**src/rtl/mem_resp_demux_if.sv**
```systemverilog
// Bundle between the shared memory response path and the IF/MEM response inputs.
// slave = demux side, master = surrounding pipeline / memory side.
interface mem_resp_demux_if #(
   parameter int WIDTH = 32,
   parameter int DEPTH = 4
);
   localparam int CW = $clog2(DEPTH + 1);

   logic             req_valid;
   logic             req_sel;
   logic             req_ready;
   logic             resp_valid;
   logic [WIDTH-1:0] resp_data;
   logic             resp_ready;
   logic             zero_valid;
   logic [WIDTH-1:0] zero_data;
   logic             zero_ready;
   logic             one_valid;
   logic [WIDTH-1:0] one_data;
   logic             one_ready;
   logic [CW-1:0]    outstanding;
   logic             err_unexpected;

   modport slave (
      input  req_valid, req_sel, resp_valid, resp_data, zero_ready, one_ready,
      output req_ready, resp_ready, zero_valid, zero_data, one_valid, one_data,
             outstanding, err_unexpected
   );

   modport master (
      output req_valid, req_sel, resp_valid, resp_data, zero_ready, one_ready,
      input  req_ready, resp_ready, zero_valid, zero_data, one_valid, one_data,
             outstanding, err_unexpected
   );
endinterface

```
**src/rtl/mem_resp_demux.sv**
```systemverilog
// In-order memory response demux to fetch (port zero) / data (port one); 1-cycle registered output.
// Backpressure: a stalled owner port blocks all responses; req_ready drops when DEPTH requests are outstanding.
module mem_resp_demux #(
   parameter int WIDTH = 32,
   parameter int DEPTH = 4
) (
   input  logic              CLK,
   input  logic              RST,
   mem_resp_demux_if.slave   bus
);
   localparam int AW = (DEPTH > 1) ? $clog2(DEPTH) : 1;
   localparam int CW = $clog2(DEPTH + 1);

   logic [DEPTH-1:0] order_q, order_d;
   logic [AW-1:0]    wptr_q, wptr_d;
   logic [AW-1:0]    rptr_q, rptr_d;
   logic [CW-1:0]    count_q, count_d;
   logic             out_valid_q, out_valid_d;
   logic             out_dest_q, out_dest_d;
   logic [WIDTH-1:0] out_data_q, out_data_d;
   logic             err_q, err_d;

   logic full, empty, drain, push, pop;

   always_comb begin
      full  = (count_q == CW'(DEPTH));
      empty = (count_q == '0);
      drain = out_valid_q && (out_dest_q ? bus.one_ready : bus.zero_ready);
      push  = bus.req_valid && !full;
      // Only the head of the output register can free a slot, so ordering is never violated.
      pop   = bus.resp_valid && !empty && (!out_valid_q || drain);

      order_d     = order_q;
      wptr_d      = wptr_q;
      rptr_d      = rptr_q;
      count_d     = count_q;
      out_valid_d = out_valid_q;
      out_dest_d  = out_dest_q;
      out_data_d  = out_data_q;
      err_d       = err_q;

      if (push) begin
         order_d[wptr_q] = bus.req_sel;
         wptr_d          = wptr_q + AW'(1);
      end

      if (pop) begin
         out_valid_d = 1'b1;
         out_dest_d  = order_q[rptr_q];
         out_data_d  = bus.resp_data;
         rptr_d      = rptr_q + AW'(1);
      end else if (drain) begin
         out_valid_d = 1'b0;
      end

      case ({push, pop})
         2'b10:   count_d = count_q + CW'(1);
         2'b01:   count_d = count_q - CW'(1);
         default: count_d = count_q;
      endcase

      if (bus.resp_valid && empty) begin
         err_d = 1'b1;
      end
   end

   always_ff @(posedge CLK or posedge RST) begin
      if (RST) begin
         order_q     <= '0;
         wptr_q      <= '0;
         rptr_q      <= '0;
         count_q     <= '0;
         out_valid_q <= 1'b0;
         out_dest_q  <= 1'b0;
         out_data_q  <= '0;
         err_q       <= 1'b0;
      end else begin
         order_q     <= order_d;
         wptr_q      <= wptr_d;
         rptr_q      <= rptr_d;
         count_q     <= count_d;
         out_valid_q <= out_valid_d;
         out_dest_q  <= out_dest_d;
         out_data_q  <= out_data_d;
         err_q       <= err_d;
      end
   end

   assign bus.req_ready      = !full;
   assign bus.resp_ready     = !empty && (!out_valid_q || drain);
   assign bus.zero_valid     = out_valid_q && !out_dest_q;
   assign bus.one_valid      = out_valid_q && out_dest_q;
   assign bus.zero_data      = out_data_q;
   assign bus.one_data       = out_data_q;
   assign bus.outstanding    = count_q;
   assign bus.err_unexpected = err_q;

endmodule

```
**src/flat_wrapper.sv**
```systemverilog
// flat-port wrapper written by rule: the top's interface ports become plain ports
module mem_resp_demux_flat 
#(
   parameter int WIDTH = 32,
   parameter int DEPTH = 4
)
  (CLK, RST, bus_req_valid, bus_req_sel, bus_resp_valid, bus_resp_data, bus_zero_ready, bus_one_ready, bus_req_ready, bus_resp_ready, bus_zero_valid, bus_zero_data, bus_one_valid, bus_one_data, bus_outstanding, bus_err_unexpected);
  mem_resp_demux_if #(.WIDTH(WIDTH), .DEPTH(DEPTH)) bus_i ();
  input  logic CLK;
  input  logic RST;
  input wire logic [$bits(bus_i.req_valid)-1:0] bus_req_valid;
  input wire logic [$bits(bus_i.req_sel)-1:0] bus_req_sel;
  input wire logic [$bits(bus_i.resp_valid)-1:0] bus_resp_valid;
  input wire logic [$bits(bus_i.resp_data)-1:0] bus_resp_data;
  input wire logic [$bits(bus_i.zero_ready)-1:0] bus_zero_ready;
  input wire logic [$bits(bus_i.one_ready)-1:0] bus_one_ready;
  output wire logic [$bits(bus_i.req_ready)-1:0] bus_req_ready;
  output wire logic [$bits(bus_i.resp_ready)-1:0] bus_resp_ready;
  output wire logic [$bits(bus_i.zero_valid)-1:0] bus_zero_valid;
  output wire logic [$bits(bus_i.zero_data)-1:0] bus_zero_data;
  output wire logic [$bits(bus_i.one_valid)-1:0] bus_one_valid;
  output wire logic [$bits(bus_i.one_data)-1:0] bus_one_data;
  output wire logic [$bits(bus_i.outstanding)-1:0] bus_outstanding;
  output wire logic [$bits(bus_i.err_unexpected)-1:0] bus_err_unexpected;
  assign bus_i.req_valid = bus_req_valid;
  assign bus_i.req_sel = bus_req_sel;
  assign bus_i.resp_valid = bus_resp_valid;
  assign bus_i.resp_data = bus_resp_data;
  assign bus_i.zero_ready = bus_zero_ready;
  assign bus_i.one_ready = bus_one_ready;
  assign bus_req_ready = bus_i.req_ready;
  assign bus_resp_ready = bus_i.resp_ready;
  assign bus_zero_valid = bus_i.zero_valid;
  assign bus_zero_data = bus_i.zero_data;
  assign bus_one_valid = bus_i.one_valid;
  assign bus_one_data = bus_i.one_data;
  assign bus_outstanding = bus_i.outstanding;
  assign bus_err_unexpected = bus_i.err_unexpected;
  mem_resp_demux #(.WIDTH(WIDTH), .DEPTH(DEPTH)) u_core (.CLK(CLK), .RST(RST), .bus(bus_i));
endmodule
```
**config.mk**
```make
export PLATFORM = sky130hd
export DESIGN_NAME = mem_resp_demux_flat
export DESIGN_NICKNAME = d
export VERILOG_FILES = /design/src/rtl/mem_resp_demux_if.sv /design/src/rtl/mem_resp_demux.sv /design/src/flat_wrapper.sv
export SDC_FILE = /design/constraint.sdc
export NUM_CORES = 1
export LEC_CHECK = 0
export ABC_CLOCK_PERIOD_IN_PS = 2100
export BUFFER_PORTS_ARGS = -buffer_cell sky130_fd_sc_hd__buf_2
export CAP_MARGIN = 30
export CORE_MARGIN = 5
export CORE_UTILIZATION = 42
export CTS_CLUSTER_SIZE = 30
export DETAILED_ROUTE_END_ITERATION = 8
export GPL_ROUTABILITY_DRIVEN = 0
export PLACE_DENSITY = 0.84
export REMOVE_ABC_BUFFERS = 1
export SLEW_MARGIN = 20
export SYNTH_ARGS = -nofsm -noshare
export SYNTH_HDL_FRONTEND = slang
export SYNTH_SLANG_ARGS = --single-unit
```
**constraint.sdc**
```tcl
create_clock -name CLK -period 2.1 [get_ports CLK]
set_input_delay 0.315 -clock CLK [delete_from_list [all_inputs] [get_ports CLK]]
set_output_delay 0.315 -clock CLK [all_outputs]
set_load 0.05 [all_outputs]
```
## After elaboration in Yosys (flattened, before gate mapping)

Cells that the tools add are included.

| operators by class | value |
|---|---|
| $add $sub $neg | 4 |
| order comparisons | 3 |
| eq/ne operators | 3 |
| multiplexer cells | 9 |
| reductions and logical operators | 17 |

Operators by type and width:

| cell | number |
|---|---|
| 1-bit logical AND | 9 |
| 2-bit by 3-bit less-than comparator with 1-bit output, second input constant | 2 |
| 3-bit one-hot mux with 2 select lines | 1 |
| 1-bit 2-to-1 mux | 5 |
| 2-bit by 1-bit adder with 2-bit output, second input constant | 2 |
| 4-bit bitwise mux | 1 |
| 1-bit logical NOT | 4 |
| 2-bit nonzero test | 2 |
| 3-bit by 1-bit adder with 3-bit output, second input constant | 1 |
| 3-bit == test, second input constant | 1 |
| 3-bit logical NOT | 1 |
| 3-bit by 1-bit subtractor with 3-bit output, second input constant | 1 |
| 1-bit binary-select mux with 2-bit select | 1 |
| 1-bit demux with 2-bit select | 1 |
| 2-bit by 1-bit == test with 1-bit output, second input constant | 1 |
| 2-bit == test, second input constant | 1 |
| 2-bit by 1-bit greater-or-equal comparator with 1-bit output, second input constant | 1 |
| 1-bit logical OR | 1 |

| word-level totals | value |
|---|---|
| register bits after elaboration | 46 |
| input bits | 39 |
| output and inout port bits | 72 |
| word-level logic and storage cells | 44 |

## Depth between registers and ports, before layout

Gate-level depths: netlist of the first run.

| depth | value |
|---|---|
| depth in word-level cells | 6 |
| gate-level depth with buffers | 9 |
| depth with buffers taken out | 8 |

## Worst setup path after synthesis of the first run

No wires, ideal clock.

| timing path | value |
|---|---|
| kind | reg2reg |
| start point | reg u_core.count_q[2], in the netlist u_core.bus.outstanding[2] |
| end point | reg u_core.count_q[2], in the netlist u_core.bus.outstanding[2] |
| setup time | 0.082 ns |
| data arrival time | 2.630 ns |
| required time | 2.018 ns |
| slack | -0.612 ns |
| stages on the path, launching flop included | 10 |
| buffers on the path | 1 |
| period minus slack after synthesis | 2.712 ns |
| cells stage by stage | dfrtp_1 > or3b_1 > clkbuf_1 > nand2_1 > ha_1 > inv_1 > fa_1 > xor2_1 > nor2_1 > xor2_1 |

| between the ends | value |
|---|---|
| elaborated cells on any way between the ends | 13 |
| those cells by class | 2 x add/sub; 3 x eq/ne; 1 x mux; 7 x reduce/logical |

RTL lines:

| what | line | text |
|---|---|---|
| start, declared | mem_resp_demux.sv:17 | `logic [CW-1:0] count_q, count_d;` |
| start signal, assigned | mem_resp_demux.sv:81 | `count_q <= count_d;` |
| 3-bit == test (*) | mem_resp_demux.sv:26 | `full = (count_q == CW'(DEPTH));` |
| 1-bit logical NOT (*) | -- |  |
| via bus_req_ready | flat_wrapper.sv:17 | `output wire logic [$bits(bus_i.req_ready)-1:0] bus_req_ready;` |
| 1-bit logical AND (*) | mem_resp_demux.sv:29 | `push = bus.req_valid && !full;` |
| 2-bit by 1-bit == test with 1-bit output or 2-bit == test (tied branches) | mem_resp_demux.sv:56 | `case ({push, pop})` |
| 3-bit one-hot mux with 2 select lines or 2-bit nonzero test (tied branches) | -- |  |

The timed path passes the listed nets; every way through them passes the cells marked *.
A chain may end at the register's enable or synchronous reset.

## Worst setup path after layout of the first run

| timing path | value |
|---|---|
| start point | reg u_core.count_q[1], in the netlist u_core.bus.outstanding[1] |
| end point | reg u_core.count_q[2], in the netlist u_core.bus.outstanding[2] |

| between the ends | value |
|---|---|
| word-level cells in the longest chain between the ends | 6 |
| elaborated cells on any way between the ends | 13 |
| those cells by class | 2 x add/sub; 3 x eq/ne; 1 x mux; 7 x reduce/logical |

Ends and longest elaborated chain:

| what | line | text |
|---|---|---|
| 3-bit logical NOT | mem_resp_demux.sv:27 | `empty = (count_q == '0);` |
| 1-bit logical NOT | mem_resp_demux.sv:31 | `pop = bus.resp_valid && !empty && (!out_valid_q \|\| drain);` |
| 1-bit logical AND (2 in a row) | mem_resp_demux.sv:31 |  |
| 2-bit by 1-bit == test with 1-bit output or 2-bit == test (tied branches) | mem_resp_demux.sv:56 |  |
| 3-bit one-hot mux with 2 select lines or 2-bit nonzero test (tied branches) | -- |  |

Several ways; a longest one is shown, not always the timed one.

==> results of run 1 <==
state kept, by name (all words and copies together), names as in the netlist:
register                   count
u_core.rptr_q                  2
u_core.bus.one_data           32
u_core.out_dest_q              1
u_core.bus.outstanding         3
u_core.order_q                 4
u_core.wptr_q                  2
u_core.bus.err_unexpected      1
u_core.out_valid_q             1
metrics by stage:
stage,hold WS (ns),setup WS (ns),instance area [sq um]
final,0.0605,0.133,2800
after global placement,0.387,0.154,2690
after detailed placement,0.395,0.0486,2690
after floorplan,0.432,-0.907,2010
after CTS,0.0663,0.0185,2780
after global routing,0.110,0.0227,2800
layout make-up:
cell class | instances | area (sq um) | area share
multi-input cells | 71 | 842 | 0.301
inverters | 6 | 22.5 | 0.00804
repair buffers | 117 | 603 | 0.215
well taps | 72 | 90.1 | 0.0322
flip-flops and latches | 46 | 1150 | 0.411
clock inverters | 1 | 5.00 | 0.00179
clock buffers | 7 | 86.3 | 0.0308
worst paths after layout:
| check | endpoint | cells after the start |
|---|---|---|
| max reg2reg | u_core.bus.outstanding[2]$_DFFE_PP0P_ | 8 |
| min reg2reg | u_core.bus.err_unexpected$_DFFE_PP0P_ | 1 |
| min in group CLK | u_core.bus.one_data[24]$_DFFE_PP0P_ | 2 |
| min | u_core.bus.one_data[5]$_DFFE_PP0P_ | 2 |
| max in group asynchronous | u_core.bus.one_data[1]$_DFFE_PP0P_ | 3 |
| max | u_core.bus.outstanding[2]$_DFFE_PP0P_ | 8 |
cell families after synthesis:
family,count (synthesis),share of synthesized area
xor gates and xnor gates,6,0.0228
muxes,41,0.251
buffers and inverters,42,0.141
and+or+nand+nor,13,0.0298
AOI/OAI and AO/OA,5,0.0211
DFF,46,0.498
adders and majority gates,6,0.0358
metal layers:
layer  global-route usage  up-vias  routed length (microns)  part of all wire
li1                     -      677                        -                 -
met1                0.159      693                     1810              0.39
met2                0.225       70                     2270              0.49
met3               0.0461        9                      455             0.099
met4               0.0482        0                       80             0.017
met5                    0        -                        0                 0
cell usage after synthesis:
cell,number,share of area
mux2i_1,1,0.0043
buf_4,32,0.10
xor2_1,4,0.015
or3b_1,1,0.0038
a211oi_1,1,0.0033
xnor2_1,2,0.0076
fa_1,1,0.0087
nand3_1,4,0.0087
a21oi_1,1,0.0022
a21o_1,1,0.0033
and2_2,1,0.0033
inv_1,6,0.0098
clkbuf_1,1,0.0016
buf_12,3,0.026
mux2_4,28,0.18
nor2_1,1,0.0016
nor3_1,1,0.0022
o31ai_2,1,0.0054
dfrtp_1,46,0.50
mux2_2,10,0.049
ha_1,5,0.027
nand2_1,4,0.0065
and2b_2,1,0.0038
a21oi_4,1,0.0070
mux2i_2,1,0.0060
mux4_2,1,0.0098
worst register-to-register path, delay by kind of cell, from the launching register on:
kind                     cells  cell delay [ns]
XOR/XNOR                     2             0.30
adder cells (fa/ha/maj)      2             0.52
buffers and inverters        1             0.06
flip-flops                   1             0.42
AND/OR/NAND/NOR              3             0.60
what timing repair did:
item,CTS,global route
resized for setup,0,5
buffers inserted,0,1
endpoints found under the setup margin,0,1
==> results.cfg, run 1 <==
[routing]
first_pass_iters = 4
final_antenna_net_count = 0
wire_per_inst_microns = 14.4
drc = 0
wirelength_microns = 4620
dr_total_vias = 1449
drt_iter0_markers = 24
viasPerCell = 4.53

[clocking]
cts_hold_buffers = 0
cts.path.max_buffers = 2
clk_latency_ns = 0.29
cts_buffers = 5
cts.sinks = 46
clk_pin_slew_ns = 0.08
tritoncts = built
h-tree-depth = 2
root_buffer = clkbuf_8

[sta]
rsz0062_at_grt = no
hold_violations = 0
slew_viol_final = 0
tns_ns = 0
layout_min_cycle_time_ns = 1.97
slew_headroom = 0.608
post-route-period-util = 0.937
setup_viol = 0
fin_worst_skew_ns = 0.00733
fmax_mhz = 508
tightest_slew_ns = 0.588

[die]
die-height_microns = 84.2
die_area_sq_mm = 0.00708
io_pins = 111
core_region_area_sq_mm = 0.00544
start_util = 0.425
die_w_microns = 84.2
rows = 27

[flow_run]
drv_cap = 0

[worst_setup_path]
critPathLaunch = u_core.bus.outstanding[1]$_DFFE_PP0P_
crit_arrival_ns = 2.19
critPathSlowestCell = dfrtp_2
crit_chain = or3b_4, nand2_2, ha_2, inv_1, fa_2, xor2_1, nor2_1, xor2_1
r2r_start = u_core.bus.outstanding[1]$_DFFE_PP0P_
ff2ff_setup_slack_ns = 0.13
crit_required_ns = 2.32
critPathCaptureType = flip-flop
worst-path-buf-inv = 1
critPathMaxStageDelay_ns = 0.42
cpLargestDelayFamily = simple AND/OR/NAND/NOR gates
critPathMostFrequentCell = xor2_1
crit_path_start_kind = flip-flop
crit_fanout = 3
crit_type = flip-flop to flip-flop

[finish]
stdcell_count = 320
areaGrowthSynthToFinish_pct = 21.3
final_cell_mix = buf_2 (110), dfrtp_1 (45), mux2_4 (28), mux2_2 (10), buf_4 (7)
final_common_cell = buf_2
num-nets-final = 292
drive_gt1_frac = 0.702
fillers = 493
antenna_cells = 0
final_util = 0.515

[place]
place_inst = 311
dp_hpwl_microns = 3530
port_buffers = 110

[status]
status = completed

[synth]
syn-instance-count = 159
netlist_area_sq_mm = 0.00231
yosys_warnings = 0
yosysUniqueCellTypes = 26
avgSynthCellArea_sq_um = 14.5
ys_ff_latch = 46
ys_seq_area_frac = 0.498

[global_route]
grt_pass1_wl_microns = 7670
gr-total-overflow = 0
grt_pass1_vias = 1584
grt_start_max_net_pins = 35
antenna_found_initial = 0
grt_usage = 0.134

[hold_path]
hold_path.class = primary input to async pin
Power of run 1 is not shown: default switching activity piles up to over one toggle a cycle in this logic, so the estimate is an artifact.
==> inputs of run 2 (changes only) <==
--- a/config.mk
+++ b/config.mk
@@ -13,7 +13,7 @@
 export CTS_CLUSTER_SIZE = 30
 export DETAILED_ROUTE_END_ITERATION = 8
 export GPL_ROUTABILITY_DRIVEN = 0
-export PLACE_DENSITY = 0.84
+export PLACE_DENSITY = 0.77
 export REMOVE_ABC_BUFFERS = 1
 export SLEW_MARGIN = 20
 export SYNTH_ARGS = -nofsm -noshare
==> run 2 against run 1 <==
Die area is the same. Clock-buffer cell count shrank 2. First-iteration DRC count shrank 13%. Wire length shrank 4.0%. Worst setup slack lost 0.025 ns. Maximum frequency shrank 1.2%.
==> results.cfg, run 2 (synthesis results as in run 1) <==
[finish]
stdcell_count = 322
final_cell_mix = buf_2 (110), dfrtp_1 (46), mux2_4 (28), mux2_2 (10), buf_4 (8)
num-nets-final = 294
final_common_cell = buf_2
antenna_cells = 0
areaGrowthSynthToFinish_pct = 22.8
drive_gt1_frac = 0.692
design_area_sq_mm = 0.00284
largest_reg_flops = 32

[clocking]
cts_buffers = 5
clk_pin_slew_ns = 0.09
cts.sinks = 46
clk_latency_ns = 0.29
cts.path.max_buffers = 2
tritoncts = built
h-tree-depth = 2
root_buffer = clkbuf_8

[die]
die-height_microns = 84.2
rows = 27
start_util = 0.425
io_pins = 111
die_area_sq_mm = 0.00708
core_region_area_sq_mm = 0.00544
die_w_microns = 84.2

[routing]
drt_iter0_markers = 21
wirelength_microns = 4430
wire_per_inst_microns = 13.8
viasPerCell = 4.51
dr_total_vias = 1452
first_pass_iters = 4
final_antenna_net_count = 0
drc = 0

[global_route]
gr-total-overflow = 0
grt_start_max_net_pins = 35
grt_pass1_wl_microns = 7380
grt_usage = 0.127
antenna_found_initial = 0
grt_pass1_vias = 1531

[worst_setup_path]
critPathMostFrequentCell = xor2_1
crit_fanout = 4
cpLargestDelayFamily = simple AND/OR/NAND/NOR gates
crit_arrival_ns = 2.22
critPathMaxStageDelay_ns = 0.41
critPathSlowestCell = dfrtp_1
crit_path_start_kind = flip-flop
crit_type = flip-flop to flip-flop
critPathLaunch = u_core.bus.outstanding[1]$_DFFE_PP0P_
critPathCaptureType = flip-flop
crit_chain = or3b_1, nand2_2, ha_2, inv_1, fa_1, xor2_1, nor2_1, xor2_1
r2r_start = u_core.bus.outstanding[1]$_DFFE_PP0P_
worst-path-buf-inv = 1
crit_required_ns = 2.32

[sta]
slew_viol_final = 0
fin_worst_skew_ns = 0.00552
slew_headroom = 0.609
setup_viol = 0
hold_violations = 0
fmax_mhz = 502
post-route-period-util = 0.948
layout_min_cycle_time_ns = 1.99
rsz0062_at_grt = no
tightest_slew_ns = 0.586

[place]
dp_hpwl_microns = 3400
placed_cell_area_sq_mm = 0.00270
place_inst = 312
port_buffers = 110

[status]
status = completed

[hold_path]
hp-start = bus_resp_data[16]
hold_path.class = primary input to flip-flop

[flow_run]
drv_cap = 0
==> run 2: metal layers <==
layer	GRT usage	wire, microns	vias up
li1	-	-	681
met1	0.155	1810	712
met2	0.212	2230	59
met3	0.0540	392	0
met4	0.0249	0	0
met5	0	0	-
==> run 2: what timing repair did <==
item | 4_1_cts | 5_1_grt
hold endpoints to repair | 1 | 0
hold buffers | 1 | 0
setup endpoints to repair | 0 | 1
resized for setup | 0 | 2
setup buffers | 0 | 1
==> run 2: cell type report <==
cell class | instances | area [sq um]
fillers | 483 | 2600
clock inverters | 3 | 45.0
well taps | 72 | 90.1
clock buffers | 5 | 68.8
repair buffers | 119 | 621
inverters | 6 | 22.5
flip-flops and latches | 46 | 1150
multi-input cells | 71 | 837
==> run 2: worst paths after layout <==
check / endpoint / slack, ns / cells after the start
hold reg to reg: u_core.bus.err_unexpected$_DFFE_PP0P_ / 0.47 / 1
min in group asynchronous: u_core.bus.one_data[8]$_DFFE_PP0P_ / 0.41 / 3
setup reg to reg: u_core.bus.outstanding[2]$_DFFE_PP0P_ / 0.11 / 8
hold / removal: u_core.bus.one_data[16]$_DFFE_PP0P_ / 0.24 / 2
max in group asynchronous: u_core.bus.one_data[1]$_DFFE_PP0P_ / 1.18 / 4
setup / recovery: u_core.bus.outstanding[2]$_DFFE_PP0P_ / 0.11 / 8
==> run 2: stage by stage <==
stage | util | hold slack (ns) | TNS (ns) | worst slack, ns
2_1_floorplan | - | 0.432 | -7.53 | -0.907
3_3_place_gp | 0.496 | 0.164 | 0 | 0.149
3_5_place_dp | 0.496 | 0.164 | 0 | 0.0868
4_1_cts | 0.519 | 0.230 | 0 | 0.0665
5_1_grt | 0.521 | 0.231 | 0 | 0.00336
6_report | 0.521 | 0.245 | 0 | 0.108
Power of run 2 is left out for the same reason.
